[src/rtl/oreg_deskew.sv]
// Output border of the systolic array: de-skews per-column results into aligned
// rows and buffers them in a show-ahead FIFO drained over a valid/ready handshake.
module oreg_deskew #(
   parameter int WIDTH = 16,
   parameter int COLS  = 4,
   parameter int DEPTH = 4
) (
   input  logic                          clk,
   input  logic                          rst_n,
   input  logic                          en,
   input  logic                          clr,
   input  logic [COLS-1:0]               i_valid,
   input  logic [COLS*WIDTH-1:0]         i_data,
   input  logic                          o_ready,
   output logic                          o_valid,
   output logic [COLS*WIDTH-1:0]         o_data,
   output logic [$clog2(DEPTH+1)-1:0]    o_count,
   output logic                          o_overflow,
   output logic                          o_skew_err
);

   localparam int CNT_W = $clog2(DEPTH+1);
   localparam int PTR_W = $clog2(DEPTH);

   logic [COLS-1:0]       slot_v;
   logic [COLS*WIDTH-1:0] slot_d;

   // Column c is delayed by COLS-1-c advancing cycles so that all columns of a row line up.
   for (genvar c = 0; c < COLS; c++) begin : g_col
      localparam int L = COLS - 1 - c;
      if (L == 0) begin : g_pass
         assign slot_v[c]                 = i_valid[c];
         assign slot_d[c*WIDTH +: WIDTH]  = i_data[c*WIDTH +: WIDTH];
      end else begin : g_dly
         logic [L-1:0]     v_q;
         logic [WIDTH-1:0] d_q [L];
         always_ff @(posedge clk or negedge rst_n) begin
            if (!rst_n) begin
               v_q <= '0;
               for (int k = 0; k < L; k++) d_q[k] <= '0;
            end else if (clr) begin
               v_q <= '0;
               for (int k = 0; k < L; k++) d_q[k] <= '0;
            end else if (en) begin
               v_q[0] <= i_valid[c];
               d_q[0] <= i_data[c*WIDTH +: WIDTH];
               for (int k = 1; k < L; k++) begin
                  v_q[k] <= v_q[k-1];
                  d_q[k] <= d_q[k-1];
               end
            end
         end
         assign slot_v[c]                = v_q[L-1];
         assign slot_d[c*WIDTH +: WIDTH] = d_q[L-1];
      end
   end

   logic                  row_ok, row_bad, push, pop, full, wr_en;
   logic [PTR_W-1:0]      wr_ptr_q, wr_ptr_d, rd_ptr_q, rd_ptr_d;
   logic [CNT_W-1:0]      count_q, count_d;
   logic                  ovf_q, ovf_d, skew_q, skew_d;
   logic [COLS*WIDTH-1:0] mem_q [DEPTH];

   assign row_ok  = &slot_v;
   assign row_bad = (|slot_v) & ~row_ok;
   assign push    = en & row_ok;
   assign pop     = o_valid & o_ready;
   assign full    = (count_q == CNT_W'(DEPTH));

   always_comb begin
      wr_ptr_d = wr_ptr_q;
      rd_ptr_d = rd_ptr_q;
      count_d  = count_q;
      ovf_d    = ovf_q;
      skew_d   = skew_q;
      wr_en    = 1'b0;
      if (clr) begin
         wr_ptr_d = '0;
         rd_ptr_d = '0;
         count_d  = '0;
         ovf_d    = 1'b0;
         skew_d   = 1'b0;
      end else begin
         // A full FIFO still takes the row when the head leaves in the same cycle.
         if (push && (!full || pop)) begin
            wr_en    = 1'b1;
            wr_ptr_d = wr_ptr_q + PTR_W'(1);
         end
         if (push && full && !pop) ovf_d = 1'b1;
         if (en && row_bad) skew_d = 1'b1;
         if (pop) rd_ptr_d = rd_ptr_q + PTR_W'(1);
         case ({wr_en, pop})
            2'b10:   count_d = count_q + CNT_W'(1);
            2'b01:   count_d = count_q - CNT_W'(1);
            default: count_d = count_q;
         endcase
      end
   end

   always_ff @(posedge clk or negedge rst_n) begin
      if (!rst_n) begin
         wr_ptr_q <= '0;
         rd_ptr_q <= '0;
         count_q  <= '0;
         ovf_q    <= 1'b0;
         skew_q   <= 1'b0;
      end else begin
         wr_ptr_q <= wr_ptr_d;
         rd_ptr_q <= rd_ptr_d;
         count_q  <= count_d;
         ovf_q    <= ovf_d;
         skew_q   <= skew_d;
      end
   end

   // Row storage needs no reset: an empty FIFO masks its output to zero.
   always_ff @(posedge clk) begin
      if (wr_en) mem_q[wr_ptr_q] <= slot_d;
   end

   assign o_valid    = (count_q != '0);
   assign o_data     = o_valid ? mem_q[rd_ptr_q] : '0;
   assign o_count    = count_q;
   assign o_overflow = ovf_q;
   assign o_skew_err = skew_q;

endmodule

[config.mk]
export PLATFORM = sky130hd
export DESIGN_NAME = oreg_deskew
export DESIGN_NICKNAME = d
export VERILOG_FILES = /design/src/rtl/oreg_deskew.sv
export SDC_FILE = /design/constraint.sdc
export NUM_CORES = 1
export LEC_CHECK = 0
export ABC_CLOCK_PERIOD_IN_PS = 7000
export BUFFER_PORTS_ARGS = -buffer_cell sky130_fd_sc_hd__buf_4
export CAP_MARGIN = 15
export CORE_ASPECT_RATIO = 1.2
export CORE_MARGIN = 1.5
export CORE_UTILIZATION = 55
export CTS_CLUSTER_SIZE = 24
export DETAILED_ROUTE_END_ITERATION = 7
export MAX_ROUTING_LAYER = met4
export PLACE_DENSITY = 0.83
export SYNTH_ARGS = -nofsm -noshare
export SYNTH_HDL_FRONTEND = slang
export SYNTH_SLANG_ARGS = --single-unit
[constraint.sdc]
create_clock -name clk -period 7 [get_ports clk]
set_clock_uncertainty 0.2 [all_clocks]
set_input_delay 1.4 -clock clk [delete_from_list [all_inputs] [get_ports clk]]
set_output_delay 1.4 -clock clk [all_outputs]
set_load 0.02 [all_outputs]
# == Word level (Yosys, flattened, before mapping) ==
# Memories as Yosys holds them, arrays and structs flattened.
# Index checks and enable logic that the tools add are counted.
# op_classes
addsub,4
n_eq_ne,3
n_mux,28
n_bitwise,4
n_reduce_logical,16
# op_table
cell,n
$mux W48,2
$mux W32,2
$mux W64,1
$mux W16,2
$mux W2,6
$mux W1,11
$reduce_bool A2 Y1,5
$mux W3,3
$pmux W3 S2,1
$reduce_bool A3 Y1,2
$add A2 B1 Y2 const B,2
$logic_and A1 B1 Y1,4
$reduce_and A4 Y1,1
$reduce_or A4 Y1,1
$add A3 B1 Y3 const B,1
$and A1 B1 Y1,3
$eq A3 B3 Y1 const B,1
$sub A3 B1 Y3 const B,1
$eq A2 B1 Y1 const B,1
$eq A2 B2 Y1 const B,1
$logic_not A1 Y1,2
$logic_or A1 B1 Y1,1
$not A1 Y1,1
# word_totals
regBits,111
mem_bits_rw,256
in_bits,73
output_inout_bits,70
mem_count,1
# memory_table
name,words,word_bits,rd,rd_ports_with_merged_regs,write_ports,line_no,text
mem_q,4,64,1,0,1,62,logic [COLS*WIDTH-1:0] mem_q [DEPTH];

# == Depth between registers and ports, before layout ==
# logic_depth
depth_word,9
mapped_depth,9

# == Worst setup path before layout ==
# OpenSTA, ideal clock, no wires.
# synth_timing
kind,input port to flip-flop
startpoint,input i_valid[3]
endpoint,"memory mem_q[0][0] (netlist name), enable pin"
t_arrival_ns,3.495
t_required_ns,6.371
path_slack_ns,2.876
path_stages,5
n_path_buf,1
path_cell_list,and4_1 > buf_2 > nand3_2 > nor2_1 > and2_1
# synth_between
elab_chain_len,8
# synth_rtl
item,line_no,text
"start, declared",12,"input logic [COLS-1:0] i_valid,"
$reduce_and A4 Y1,64,assign row_ok = &slot_v;
$and A1 B1 Y1,66,assign push = en & row_ok;
$logic_and A1 B1 Y1,85,if (push && (!full || pop)) begin
$mux W1,85,
$mux W1 (2 in series),77,if (clr) begin
$mux W1,118,if (wr_en) mem_q[wr_ptr_q] <= slot_d;
$mux W1 (implied by the code),118,
"end, declared",62,
# Every way passes these cells. The select of a mux whose other input is x is not followed.

# == Worst setup path in the final report ==
# layout_timing
startpoint,register rd_ptr_q[0]
endpoint,output o_data[11]
# layout_between
elab_chain_len,2
# layout_rtl
item,line_no,text
"start, declared",59,"logic [PTR_W-1:0] wr_ptr_q, wr_ptr_d, rd_ptr_q, rd_ptr_d;"
"start signal, assigned",109,rd_ptr_q <= rd_ptr_d;
$mem_v2 Z4 W64,n/a,
$mux W64,122,assign o_data = o_valid ? mem_q[rd_ptr_q] : '0;
"end, declared",16,"output logic [COLS*WIDTH-1:0] o_data,"
# Every way passes these cells.

==> flow_metrics.py <==
metrics = {
    "outcome": {
        "status": "complete, no violations",
    },
    "hold_path": {
        "min_path_cells": 0,
        "worstHoldPathType": "register to register",
        "hp-start": "g_col[2].g_dly.d_q[14]$_DFFE_PN0P_",
    },
    "setup_path": {
        "r2r_setup_slack_ns": 3.69,
        "critical_path_class": "register to output pin",
        "end_kind": "output pin",
        "r2r_cells": 8,
        "cp.required_ns": 5.40,
        "crit_buf_inv": 2,
        "crit_family": "flip-flops",
        "worstPathArrival_ns": 3.04,
        "cp-start-kind": "register",
        "max_stage_delay_ns": 0.87,
        "cpMostUsedCell": "buf_4",
        "cpMaxStageDelayCell": "dfrtp_4",
        "crit_chain": "buf_4 > mux4_2 > and2_1 > buf_4",
        "worstPathMaxFanout": 34,
        "critical_path_cell_count": 4,
        "regToRegStartpoint": "o_count[1]$_DFFE_PN0P_",
        "startpoint": "rd_ptr_q[0]$_DFFE_PN0P_",
    },
    "synth": {
        "synth_warnings": 0,
        "ys.flop_type": "edfxtp_1",
        "synthTopCellsByArea": "edfxtp_1, dfrtp_1, mux4_2, mux2i_1, and2_1",
        "synth.cell_area_um2": 14400,
        "synth_cell_type_count": 40,
        "synth_cells": 811,
        "synth.top_cell.area_share": 0.5337,
        "synthArstFlopShare": 0.3025,
        "ys_ff_latch": 367,
        "seq_area_frac_synth": 0.7265,
        "synth.most_common_cell": "edfxtp_1",
        "syn_nets": 889,
        "synth_top_area_cell": "edfxtp_1",
        "synth_edf_count": 256,
        "synthTopCellsByCount": "edfxtp_1, dfrtp_1, nor2_1",
        "syn_avg_cell_area_um2": 17.76,
    },
    "place": {
        "portBuffers": 142,
        "dpl.hpwl_mm": 15.15,
        "dpl_cell_area_um2": 15670,
        "gp_congestion": 0.6990,
    },
    "timing": {
        "relSlewSlack": 0.3139,
        "tightestPinTransition_ns": 1.029,
        "fmax_mhz": 215.7,
        "finalCritPeriodShare": 0.6622,
        "setup_viol": 0,
        "hold_viol_final": 0,
        "min_period_ns": 4.635,
        "final.setup.tns_ns": 0,
        "final_max_slew_viol_count": 0,
        "grt_setup_unrepaired": "false",
    },
    "layout": {
        "drive_gt1_frac": 0.2819,
        "n_antenna_cell": 0,
        "regArea_um2": 10470,
        "multiInputGateArea_um2": 3677,
        "syn_to_final_growth_pct": 16.92,
        "nFillCells": 1722,
        "nets": 1024,
        "fin_area_um2": 16840,
    },
    "routing": {
        "drtAntennaViolNets": 0,
        "via_per_inst": 5.607,
        "vias": 7300,
        "drc": 0,
        "detail_route.iter0.violations": 430,
        "avgRoutedWirePerCell_um": 20.68,
        "firstDrtPassIters": 5,
        "wl_mm": 26.92,
    },
    "floorplanning": {
        "die_w_um": 150.7,
        "dieArea_um2": 27170,
        "fp.dieH_um": 180.3,
        "ios": 143,
        "num_rows": 64,
        "initial_core_util": 0.5621,
        "core_region_area_um2": 25620,
    },
    "global_routing": {
        "grt_max_degree": 77,
        "grt_overflow_total": 0,
        "grt_antenna_before_repair": 0,
        "grt_usage": 0.2137,
        "grt_pass1_wl_mm": 42.68,
        "grt_pass1_vias": 7640,
    },
    "clock_tree": {
        "post_cts_resized": 0,
        "cts_setup_buffers": 0,
        "cts_tree": "yes",
        "h-tree-depth": 2,
        "insertion_delay_ns": 0.50,
        "root_buffer": "clkbuf_16",
        "cts.sinks": 367,
        "clockBufferDepth": 3,
        "cts_buffers": 35,
        "clk_pin_slew_ns": 0.06,
        "postCtsHoldBufs": 0,
    },
    "power_and_ir_drop": {
        "ir_drop_uv": 174.6,
        "power.leakage_nw": 6.756,
        "p_per_area_nw_per_um2": 267.2,
    },
    "flow_run": {
        "cap_violations": 0,
    },
}
[state kept, by name, summed over array words and instances, names as in the netlist]
register	cells
mem_q	256
g_col.g_dly.d_q	96
g_col.g_dly.v_q	6
o_count	3
rd_ptr_q	2
wr_ptr_q	2
o_overflow	1
o_skew_err	1
[report_power, final]
part | switching (mW) | leakage (nW) | internal, mW
Combinational | 0.121 | 2.23 | 0.105
Sequential | 0.0299 | 3.95 | 2.35
Clock | 0.759 | 0.575 | 1.14
Total | 0.909 | 6.76 | 3.59
[path summary, 6_finish.rpt]
path,endpoint
setup / recovery,o_data[11]
hold / removal,mem_q[0][46]$_DFFE_PP_
setup reg to reg,o_count[1]$_DFFE_PN0P_
hold reg to reg,mem_q[0][46]$_DFFE_PP_
max in group asynchronous,o_count[2]$_DFFE_PN0P_
min in group asynchronous,g_col[0].g_dly.d_q[38]$_DFFE_PN0P_
[placed cells by master (no fill, tap or decap), types with 3 or more instances in the layout]
master       n
edfxtp_1   256
buf_4      145
nor2_1     111
dfrtp_1    109
mux2i_1    103
mux4_2      64
and2_1      64
clkbuf_16   37
clkbuf_1     8
clkinv_2     8
a21oi_1      5
and2_4       4
ha_1         4
bufinv_16    4
inv_1        3
nand2_1      3
o21ai_0      3
nand3_1      3
[worst register-to-register path, delay by kind of cell, from the launching register on]
family,cells,cell delay [ns]
AND/OR/NAND/NOR,5,1.61
flip-flops,1,0.49
adder cells (fa/ha/maj),1,0.49
AO/OA/AOI/OAI,2,0.47
[routing by layer]
layer  part of all wire  vias up  GRT usage
met4              0.026        0    0.06757
met3              0.046       46    0.03038
met1               0.41     3743     0.2818
met2               0.51      190     0.3463
met5                  0        -          -
li1                   -     3321          -
[cells by family (layout without fill, tap and decap cells)]
logic type,count (synthesis),in the layout,synth area share
flops,367,367,0.7265
simple gates,199,199,0.06723
mux,167,167,0.1716
buf+inv,51,212,0.01894
compound gates,19,19,0.008948
fa+ha+maj,5,5,0.004865
xor+xnor,3,3,0.001825
[final cells by class]
class,instances,share of cell area
sequential,367,0.6218
multi-input combinational,393,0.2184
timing repair buffer,146,0.06530
clock buffer,47,0.05840
tap,330,0.02452
clock inverter,16,0.01092
inverter,3,0.0006686
[metrics by stage]
stage               power [mW]  setup slack [ns]  hold WS [ns]  cells  utilization
floorplan                2.548             2.876        0.2753    811            -
global placement         2.642             2.812        0.2913   1239       0.6117
detailed placement       2.649             2.819        0.2952   1239       0.6117
CTS                      4.535             2.259        0.3099   1302       0.6572
global route             4.639             2.121        0.3228   1302       0.6572
finish                   4.500             2.365        0.3073   1302       0.6572
Note: power is estimated with default switching activity, not from simulation.
